$ cat config.mk
export PLATFORM = sky130hd
export DESIGN_NAME = maze_motion_ctrl
export DESIGN_NICKNAME = d
export VERILOG_FILES = /design/src/rtl/maze_motion_ctrl.sv
export SDC_FILE = /design/constraint.sdc
export NUM_CORES = 1
export LEC_CHECK = 0
export ABC_CLOCK_PERIOD_IN_PS = 14440
export CAP_MARGIN = 40
export CELL_PAD_IN_SITES_DETAIL_PLACEMENT = 0
export CELL_PAD_IN_SITES_GLOBAL_PLACEMENT = 1
export CORE_AREA = 2 2 165 167
export DETAILED_ROUTE_END_ITERATION = 7
export DIE_AREA = 0 0 167 169
export PLACE_DENSITY_LB_ADDON = 0.08
export SETUP_SLACK_MARGIN = 0.5
export SYNTH_ARGS = -nofsm -noshare
export SYNTH_HDL_FRONTEND = slang
export SYNTH_SLANG_ARGS = --single-unit
$ cat constraint.sdc
create_clock -name clk -period 14.44 [get_ports clk]
set_input_delay 2.166 -clock clk [delete_from_list [all_inputs] [get_ports clk]]
set_output_delay 2.166 -clock clk [all_outputs]
set_load 0.02 [all_outputs]
$ cat src/rtl/maze_motion_ctrl.sv
// Player-motion engine: pixel position, wall/bounds-checked turns at cell alignment, goal freeze.
// Optional MAZE_TURN_BUFFER_EN keeps direction taps made mid-cell for the next aligned step.
module maze_motion_ctrl #(
  parameter int GRID_W    = 10,
  parameter int GRID_H    = 15,
  parameter int CELL_LOG2 = 5,
  parameter int POS_W     = 9,
  parameter int START_X   = 0,
  parameter int START_Y   = 0,
  parameter int GOAL_X    = 9,
  parameter int GOAL_Y    = 14
) (
  input  logic                           clk,
  input  logic                           rst,
  input  logic                           step,
  input  logic [3:0]                     btn,
  input  logic [GRID_W*(GRID_H+1)-1:0]   h_walls,
  input  logic [(GRID_W+1)*GRID_H-1:0]   v_walls,
  output logic [POS_W-1:0]               pos_x,
  output logic [POS_W-1:0]               pos_y,
  output logic [3:0]                     dir,
  output logic                           updated,
  output logic                           at_goal,
  output logic                           goal_pulse
);
  localparam int HW_N = GRID_W*(GRID_H+1);
  localparam int VW_N = (GRID_W+1)*GRID_H;
  localparam int HI_W = $clog2(HW_N);
  localparam int VI_W = $clog2(VW_N);
  localparam int C_W  = POS_W-CELL_LOG2;
  localparam logic [C_W-1:0]   XMAX     = C_W'(GRID_W-1);
  localparam logic [C_W-1:0]   YMAX     = C_W'(GRID_H-1);
  localparam logic [C_W-1:0]   GX       = C_W'(GOAL_X);
  localparam logic [C_W-1:0]   GY       = C_W'(GOAL_Y);
  localparam logic [POS_W-1:0] START_PX = POS_W'(START_X << CELL_LOG2);
  localparam logic [POS_W-1:0] START_PY = POS_W'(START_Y << CELL_LOG2);
  localparam bit               START_AT_GOAL = (START_X == GOAL_X) && (START_Y == GOAL_Y);

  typedef enum logic {S_MOVE, S_FROZEN} state_t;

  state_t           state_q;
  logic [POS_W-1:0] pos_x_q, pos_y_q, pos_x_d, pos_y_d;
  logic [3:0]       dir_q, dir_d;
  logic             updated_q, at_goal_q, goal_pulse_q;
`ifdef MAZE_TURN_BUFFER_EN
  logic [3:0]       pending_q;
`endif

  logic [C_W-1:0]   cx, cy, ncx, ncy;
  logic             aligned, n_aligned, goal_hit;
  logic [VI_W-1:0]  idx_r, idx_l;
  logic [HI_W-1:0]  idx_d, idx_u;
  logic [3:0]       elig, req, cand, sel_dir;

  always_comb begin
    cx      = pos_x_q[POS_W-1:CELL_LOG2];
    cy      = pos_y_q[POS_W-1:CELL_LOG2];
    aligned = ~|pos_x_q[CELL_LOG2-1:0] & ~|pos_y_q[CELL_LOG2-1:0];
    idx_r   = VI_W'(cy)*VI_W'(GRID_W+1) + VI_W'(cx) + VI_W'(1);
    idx_l   = VI_W'(cy)*VI_W'(GRID_W+1) + VI_W'(cx);
    idx_d   = (HI_W'(cy) + HI_W'(1))*HI_W'(GRID_W) + HI_W'(cx);
    idx_u   = HI_W'(cy)*HI_W'(GRID_W) + HI_W'(cx);
    elig[0] = ~v_walls[idx_r] & (cx < XMAX);
    elig[1] = ~h_walls[idx_d] & (cy < YMAX);
    elig[2] = ~v_walls[idx_l] & (cx != '0);
    elig[3] = ~h_walls[idx_u] & (cy != '0);
`ifdef MAZE_TURN_BUFFER_EN
    req     = btn | pending_q;
`else
    req     = btn;
`endif
    cand    = req & elig;
    sel_dir = 4'b0000;
    if      (cand[0]) sel_dir = 4'b0001;
    else if (cand[1]) sel_dir = 4'b0010;
    else if (cand[2]) sel_dir = 4'b0100;
    else if (cand[3]) sel_dir = 4'b1000;
    // Turns are only taken on cell alignment; mid-cell the latched dir carries on.
    dir_d   = aligned ? sel_dir : dir_q;
    pos_x_d = pos_x_q;
    pos_y_d = pos_y_q;
    case (dir_d)
      4'b0001: pos_x_d = pos_x_q + POS_W'(1);
      4'b0010: pos_y_d = pos_y_q + POS_W'(1);
      4'b0100: pos_x_d = pos_x_q - POS_W'(1);
      4'b1000: pos_y_d = pos_y_q - POS_W'(1);
      default: ;
    endcase
    ncx       = pos_x_d[POS_W-1:CELL_LOG2];
    ncy       = pos_y_d[POS_W-1:CELL_LOG2];
    n_aligned = ~|pos_x_d[CELL_LOG2-1:0] & ~|pos_y_d[CELL_LOG2-1:0];
    goal_hit  = n_aligned && (ncx == GX) && (ncy == GY);
  end

  always_ff @(posedge clk) begin
    if (rst) begin
      state_q      <= START_AT_GOAL ? S_FROZEN : S_MOVE;
      pos_x_q      <= START_PX;
      pos_y_q      <= START_PY;
      dir_q        <= 4'b0000;
      updated_q    <= 1'b0;
      at_goal_q    <= START_AT_GOAL;
      goal_pulse_q <= 1'b0;
`ifdef MAZE_TURN_BUFFER_EN
      pending_q    <= 4'b0000;
`endif
    end else begin
      updated_q    <= step;
      goal_pulse_q <= 1'b0;
      if (state_q == S_MOVE) begin
`ifdef MAZE_TURN_BUFFER_EN
        if (step && aligned) pending_q <= 4'b0000;
        else if (!aligned)   pending_q <= pending_q | btn;
`endif
        if (step) begin
          pos_x_q <= pos_x_d;
          pos_y_q <= pos_y_d;
          dir_q   <= dir_d;
          if (goal_hit) begin
            state_q      <= S_FROZEN;
            at_goal_q    <= 1'b1;
            goal_pulse_q <= 1'b1;
`ifdef MAZE_TURN_BUFFER_EN
            pending_q    <= 4'b0000;
`endif
          end
        end
      end
    end
  end

  assign pos_x      = pos_x_q;
  assign pos_y      = pos_y_q;
  assign dir        = dir_q;
  assign updated    = updated_q;
  assign at_goal    = at_goal_q;
  assign goal_pulse = goal_pulse_q;
endmodule

==> results of run 1 <==
-- stage by stage --
stage	instances	hold WS [ns]	util, %
after floorplan	922	0.480	-
after global placement	1565	0.463	48.6
after detailed placement	1568	0.480	48.8
after CTS	1572	0.495	49.2
after global routing	1572	0.530	49.2
final	1572	0.496	49.2
-- tightest hold or removal path: cells and delay by family, from the launching register on --
family / cells / cell delay [ns]
DFF: 1 / 0.32
and+or+nand+nor: 1 / 0.07
AOI/OAI and AO/OA: 1 / 0.06
-- cell usage after synthesis (6+ instances only) --
cell type | count | area, um2
sky130_fd_sc_hd__a211oi_1 | 15 | 113
sky130_fd_sc_hd__a21o_1 | 7 | 52.6
sky130_fd_sc_hd__a21oi_1 | 42 | 210
sky130_fd_sc_hd__a22oi_1 | 35 | 263
sky130_fd_sc_hd__and2_1 | 7 | 43.8
sky130_fd_sc_hd__and3_1 | 7 | 43.8
sky130_fd_sc_hd__buf_1 | 8 | 30.0
sky130_fd_sc_hd__buf_2 | 26 | 130
sky130_fd_sc_hd__clkbuf_1 | 21 | 78.8
sky130_fd_sc_hd__dfxtp_1 | 26 | 521
sky130_fd_sc_hd__fa_1 | 9 | 180
sky130_fd_sc_hd__ha_1 | 46 | 576
sky130_fd_sc_hd__inv_1 | 30 | 113
sky130_fd_sc_hd__mux2i_1 | 140 | 1400
sky130_fd_sc_hd__mux4_2 | 125 | 2820
sky130_fd_sc_hd__nand2_1 | 48 | 180
sky130_fd_sc_hd__nand2b_1 | 10 | 62.6
sky130_fd_sc_hd__nand3_1 | 18 | 90.1
sky130_fd_sc_hd__nand4_1 | 11 | 68.8
sky130_fd_sc_hd__nor2_1 | 56 | 210
sky130_fd_sc_hd__nor2b_1 | 20 | 125
sky130_fd_sc_hd__nor3_1 | 20 | 100
sky130_fd_sc_hd__nor3b_1 | 7 | 52.6
sky130_fd_sc_hd__o211ai_1 | 6 | 45.0
sky130_fd_sc_hd__o21ai_0 | 23 | 115
sky130_fd_sc_hd__xnor2_1 | 24 | 210
sky130_fd_sc_hd__xor2_1 | 9 | 78.8
-- kinds of logic (layout without fill, tap and decap cells) --
logic type | Yosys count | after routing | share of synthesized area [%]
xor+xnor | 38 | 38 | 4.22
fa+ha+maj | 55 | 55 | 8.31
compound gates | 195 | 195 | 15.8
simple gates | 242 | 242 | 14.0
mux | 270 | 270 | 47.0
buf+inv | 96 | 405 | 4.94
flops | 26 | 26 | 5.72
-- registers in the layout (all words and copies together) (netlist names) --
register / count
pos_x: 9
updated: 1
dir: 4
goal_pulse: 1
pos_y: 9
at_goal: 1
state_q: 1
-- power by group --
group	switching, mW	total (mW)	internal (mW)
sequential	0.00918	0.0855	0.0763
clock	0.0282	0.0708	0.0426
combinational	0.218	0.465	0.247
-- cell type report --
class	count	area, um2
well taps	341	427
clock buffers	4	88.8
multi-input cells	800	8180
repair buffers	369	3690
flip-flops and latches	26	524
fillers	2494	13500
inverters	32	120
-- worst paths after layout --
path	to	cells past startpoint	slack, ns
setup / recovery	state_q	31	5.77
hold / removal	at_goal	2	0.50
hold reg to reg	at_goal	2	0.50
setup reg to reg	state_q	31	5.77
-- layer usage --
layer | track usage, % | wire (um)
met1 | 31.5 | 14900
met2 | 40.5 | 16900
met3 | 2.10 | 1570
met4 | 4.80 | 634
met5 | 0 | 0
==> reports/summary.md, run 1 <==
The flow ran to the end, and the final reports show no timing, DRC or antenna violations. The worst hold path begins at at_goal. The run gives 0 as the number of antenna violations at the first check in global routing. The number of instances resized during post-cts repair is 0. The initial cell density of the core was 34.3%. The logs give 52700 um for the first-pass GRT wire length and 0 for the number of hold violations in the final report. The kind of start point of the critical path was a flip-flop.

TritonCTS built the clock tree. The logs give 0 for the count of final max-slew check failures and 357 for the number of top-level pins. The slew of the pin with the lowest slew margin is 0.884 ns, and the largest net degree at the start of global routing is 56.

The analysis attributes to cell leakage a power of 5.00 nW. The clock insertion delay at the later pin of the skew report was 0.27 ns; the pre-CTS setup slack was 5.78 ns. The tools report the total grt overflow as 0. The mean number of vias per cell came out at 5.90.

The placed instances occupy a cell area of 12900 um2. In this run, CTS created clock tree buffers numbering 3. The number of diodes added for antenna fixing was 0. The commonest non-fill, non-tap cell in the layout is sky130_fd_sc_hd__clkdlybuf4s50_1. In this run the post-CTS setup repair buffer count came out at 0.

The average wire per cell in the routed design works out to 21.6 um. The total iterations of the first detailed-routing run is 5, and the clock sink total is 26. Summing over every cut layer, the via total after detailed routing is 9274. From synthesis to final layout, the design area changed by 43.2%.

Of the synthesized area, sequential elements account for 5.72%. After layout, the worst path uses 60.1% of the clock period. The Yosys step of the flow raised 0 warnings.

Across every metal layer, demand over resource in global routing totals 23.2%. For the worst setup path, the data arrival time is 8.85 ns. For this design the ratio of total power to cell area is 47.7 nW/um2. Slowest library cell on the worst path: sky130_fd_sc_hd__dfxtp_1.

After technology mapping, the gate count stands at 922. For the final wirelength, the log shows 34000 um. Of all flip-flops after synthesis, the portion carrying an async set or reset was 0%. In this run the tightest slew margin relative to its limit is 41.0%. The final worst slack was 5.77 ns. The tools report the root buffer cell as sky130_fd_sc_hd__clkbuf_16. The logs give 1309 for the post-synthesis net count and 60 for the number of cell rows. Summed over all nets, the half-perimeter wirelength after detailed placement is 28200 um.

In the layout the commonest cells are sky130_fd_sc_hd__clkdlybuf4s50_1, sky130_fd_sc_hd__mux2i_1, sky130_fd_sc_hd__mux4_2. Routability-driven placement finished with a final weighted congestion of 0.868. In this run the critical register-to-register path is launched from pos_y[5]. The distinct cell type count of the synthesized netlist is 90.

The critical path contains buffers and inverters numbering 4 combined. The count of nets left with antenna violations once routing finished came out at 0. Setup violations remaining at the end of the flow were counted as 0. Summing internal, switching and leakage power gives 621 uW.

Across the routed clock network, the largest skew measured is 0.00278 ns. Main flop type after synthesis: sky130_fd_sc_hd__dfxtp_1. Endpoint class of the critical path: a flip-flop. The per-instance average area after synthesis was 9.87 um2. Setup repair after global routing left no endpoint under its margin. Share of cells above drive strength 1: 14.8%.

The cell family contributing the most delay on the critical path is simple AND/OR/NAND/NOR gates. The final design instance area without fill came out at 13000 um2. Critical path startpoint: pos_y[5]. Worst path required time: 14.62 ns.

After detailed routing, the number of remaining DRC violations is 0. For this run, the slowest stage of the critical path takes 0.58 ns. In this run the worst path has a maximum fanout of 43. The final net count was 1619. Maximum frequency from static timing analysis: 115 MHz.

After clock tree synthesis, the clock-pin slew on the worst setup and hold paths is 0.07 ns. The worst path in the final design needs a cycle of 8.67 ns, including I/O delays and setup. Setup total negative slack on the finished layout was measured at 0 ns. From left edge to right edge, the die measures 167 um. The path class of the tightest hold or removal check is reg2reg. VDD sags by at most 0.0836 mV. After synthesis the netlist holds a flip-flop and latch count of 26. The tool flagged a number of max-cap violations equal to 0. In this run the vertical extent of the chip is 169 um. The number of H-tree levels was 1. The core region is 26500 um2. The number of hold buffers added after cts was 0; the overall die area was 28200 um2. After synthesis the cells add up to 9100 um2. In this run, synthesis inferred 0 flip-flops with an integrated enable. The first routing iteration left 526 violations. Input and output buffers added on the ports amount to 356. The number of global-route vias before repair is 9579.

The clock passes through at most 2 buffers. The critical path is of the reg2reg type.
Note: power is estimated with default switching activity, not from simulation.
==> run 2, diff against run 1 <==
--- a/config.mk
+++ b/config.mk
@@ -5,13 +5,13 @@
 export SDC_FILE = /design/constraint.sdc
 export NUM_CORES = 1
 export LEC_CHECK = 0
-export ABC_CLOCK_PERIOD_IN_PS = 14440
+export ABC_CLOCK_PERIOD_IN_PS = 7300
 export CAP_MARGIN = 40
 export CELL_PAD_IN_SITES_DETAIL_PLACEMENT = 0
 export CELL_PAD_IN_SITES_GLOBAL_PLACEMENT = 1
-export CORE_AREA = 2 2 165 167
+export CORE_AREA = 2 2 175 177
 export DETAILED_ROUTE_END_ITERATION = 7
-export DIE_AREA = 0 0 167 169
+export DIE_AREA = 0 0 177 179
 export PLACE_DENSITY_LB_ADDON = 0.08
 export SETUP_SLACK_MARGIN = 0.5
 export SYNTH_ARGS = -nofsm -noshare
==> constraint.sdc (replaced) <==
create_clock -name clk -period 7.3 [get_ports clk]
set_input_delay 1.095 -clock clk [delete_from_list [all_inputs] [get_ports clk]]
set_output_delay 1.095 -clock clk [all_outputs]
set_load 0.02 [all_outputs]
==> reports/summary.md, run 2 (synthesis results as in run 1) <==
The maximum frequency from static timing analysis came out at 148 MHz. Setup repair after global routing could not meet its margin everywhere. In the layout the commonest cells are sky130_fd_sc_hd__clkdlybuf4s50_1, sky130_fd_sc_hd__mux2i_1, sky130_fd_sc_hd__mux4_2.

The first detailed-routing pass took 5 iterations. The core region is 30000 um2. The run finished with clean final reports. The multi-input combinational cells in the finished layout cover a total of 8700 um2. The run gives 48.7% as the post-layout utilization of the core. The post-detailed-placement half-perimeter wirelength was 31400 um; the violation count after the first detailed-routing iteration was 440.

The slowest stage of the critical path is the sky130_fd_sc_hd__fa_2 cell. The class of the worst hold path was reg2reg. The worst register-to-register path ends at state_q. In the finished design, the share of the clock period the worst path needs comes to 92.7%. For this run, the slowest stage of the critical path takes 0.61 ns.

The number of global-route vias before repair was 10.2k; the clock-pin slew of the registers on the worst-case setup and hold paths was 0.07 ns. Entering global routing, the biggest net connects 63 pins. After layout, the design draws a total of 1.38 mW. The worst setup path is of the reg2reg kind. For this run, design rule violations remaining after detail routing come to 0.

The tools report the root buffer cell as sky130_fd_sc_hd__clkbuf_16. After detailed routing, the number of vias per cell comes to 5.57. The number of antenna violations at the first check in global routing is 1. The number of hold violations in the final report is 0. The tools report the overall die area as 31700 um2.

In this run the tightest slew margin relative to its limit is 38.2%. Maximum net fanout on the critical path: 4. The worst hold path begins at pos_y[1]. TritonCTS built the clock tree. The total grt overflow is 0. The congestion estimate from routability-driven global placement came to 0.855. The layout filler cell count was 2841. The worst setup path is captured at a flip-flop. Power spread over the standard cell area amounts to 94.6 nW/um2. The final critical path time including I/O delays and setup was 6.77 ns. Dividing the detail-routed wire length by the instance count gives 21.9 um. Clock latency on the worst-skew pair, taken at its later pin, is 0.27 ns.

Across all register-to-register paths, the minimum setup slack is 0.53 ns. Kind of start point of the critical path: a flip-flop. The number of H-tree levels was 1; the final worst slack was 0.529 ns. Cells with a size suffix above 1 make up 26.8% of the layout. In this run, CTS created clock tree buffers numbering 3. The count of input and output buffers works out to 356. For the worst setup path, the data required time is 7.47 ns.

Slew of the pin with the lowest slew margin: 0.919 ns. The area growth from synthesis to layout is 60.7%. The total number of vias was 9677. The chip width is 177 um, and the pre-CTS setup slack is -0.248 ns.

The kind of cell with the highest combined delay along the critical path is adder cells. For this configuration, the core starts out at a cell density of 30.3%. For this run, the post-layout net count is 1727. Global routing used 23.1% of the available tracks.

The sequential cell area is 537 um2, and the leakage power total is 5.67 nW. The peak supply drop is 0.0784 mV, and the die extent in y is 179 um. Counting cells, the worst reg-to-reg path comes to 32. 357 I/O pins were placed. The first global-routing pass estimated 57300 um of wire. The clock arrives with 0.00347 ns of skew.

The worst register-to-register path begins at pos_y[5]. For the maximum buffer depth of the clock tree, the log shows 2. The number of hold buffers added after cts came out at 0. For hold timing, the worst endpoint is pos_y[1].

For the residual antenna-violating net count after detailed routing, the log shows 0. The final layout contains routed wiring with a total length of 38000 um. Setup violations remaining at the end of the flow were counted as 0. For the count of final max-slew check failures, the log shows 0. Leaving out fill and tap cells, the most frequent cell in the layout is sky130_fd_sc_hd__clkdlybuf4s50_1. The floorplan has 64 rows. The run gives 6.94 ns as the arrival time reported for the critical path endpoint. The worst hold path stage count works out to 2.

Across the run, the number of max-cap violations was 0. The clock sink total was 26; the combined buffer and inverter count along the critical path was 5.
-- run 2: changes by cell type in the layout (fill, tap and decap cells not counted), moves of 5 or more --
cell	change
sky130_fd_sc_hd__ha_4	+9
sky130_fd_sc_hd__ha_1	-11
sky130_fd_sc_hd__buf_12	+8
sky130_fd_sc_hd__a21oi_2	+7
sky130_fd_sc_hd__o21ai_2	+5
sky130_fd_sc_hd__buf_4	+87
sky130_fd_sc_hd__a21oi_1	-7
sky130_fd_sc_hd__o21ai_1	+6
sky130_fd_sc_hd__buf_6	+11
sky130_fd_sc_hd__o21ai_0	-11
-- run 2: area by class of cell --
type | instances | area share (%)
Antenna cell | 1 | 0.0171
Clock buffer | 3 | 0.513
Clock inverter | 1 | 0.0257
Inverter | 32 | 0.839
Multi-Input combinational cell | 800 | 59.5
Sequential cell | 26 | 3.67
Tap cell | 396 | 3.39
Timing Repair Buffer | 477 | 32.0
-- run 2: worst max path at each step --
| stage | cells past startpoint | end | start | slack [ns] |
|---|---|---|---|---|
| 2_1_floorplan | 31 | state_q | pos_y[5] | 0.52 |
| 3_3_place_gp | 29 | pos_y[8] | pos_y[5] | -0.13 |
| 3_5_place_dp | 29 | goal_pulse | pos_y[5] | -0.25 |
| 4_1_cts | 32 | goal_pulse | pos_y[7] | 0.30 |
| 5_1_grt | 33 | state_q | pos_y[7] | 0.18 |
| 6_report | 32 | state_q | pos_y[5] | 0.53 |
-- run 2: per-layer routing --
layer	up-vias	track usage [%]	part of all wire (%)
li1	4559	-	-
met1	4803	30.9	43
met2	287	40.7	50
met3	28	2.86	5.0
met4	0	3.48	1.3
met5	-	0	0
-- run 2: where the power goes --
part           total (mW)  internal (mW)  switching (mW)
Clock               0.129         0.0736          0.0550
Sequential          0.164          0.150          0.0142
Combinational        1.09          0.598           0.492
-- run 2: through the flow --
stage                     instance area [um2]  instances  TNS, ns  hold WS, ns
after floorplan                          9150        922        0        0.480
after global placement                  13600       1687   -0.429        0.473
after detailed placement                13600       1688   -0.761        0.479
after CTS                               14300       1722        0        0.521
after global routing                    14600       1736        0        0.541
final                                   14600       1736        0        0.520
-- run 2: tightest hold or removal path, delay by kind of cell (launching register included) --
family,cells,cell delay (ns)
simple gates,1,0.07
flops,1,0.35
compound gates,1,0.05
-- run 2: what timing repair did --
item | 4_1_cts | 5_1_grt
cloned | 2 | 0
setup buffers | 28 | 13
pin swaps | 36 | 43
setup endpoints to repair | 5 | 5
resized for setup | 51 | 60
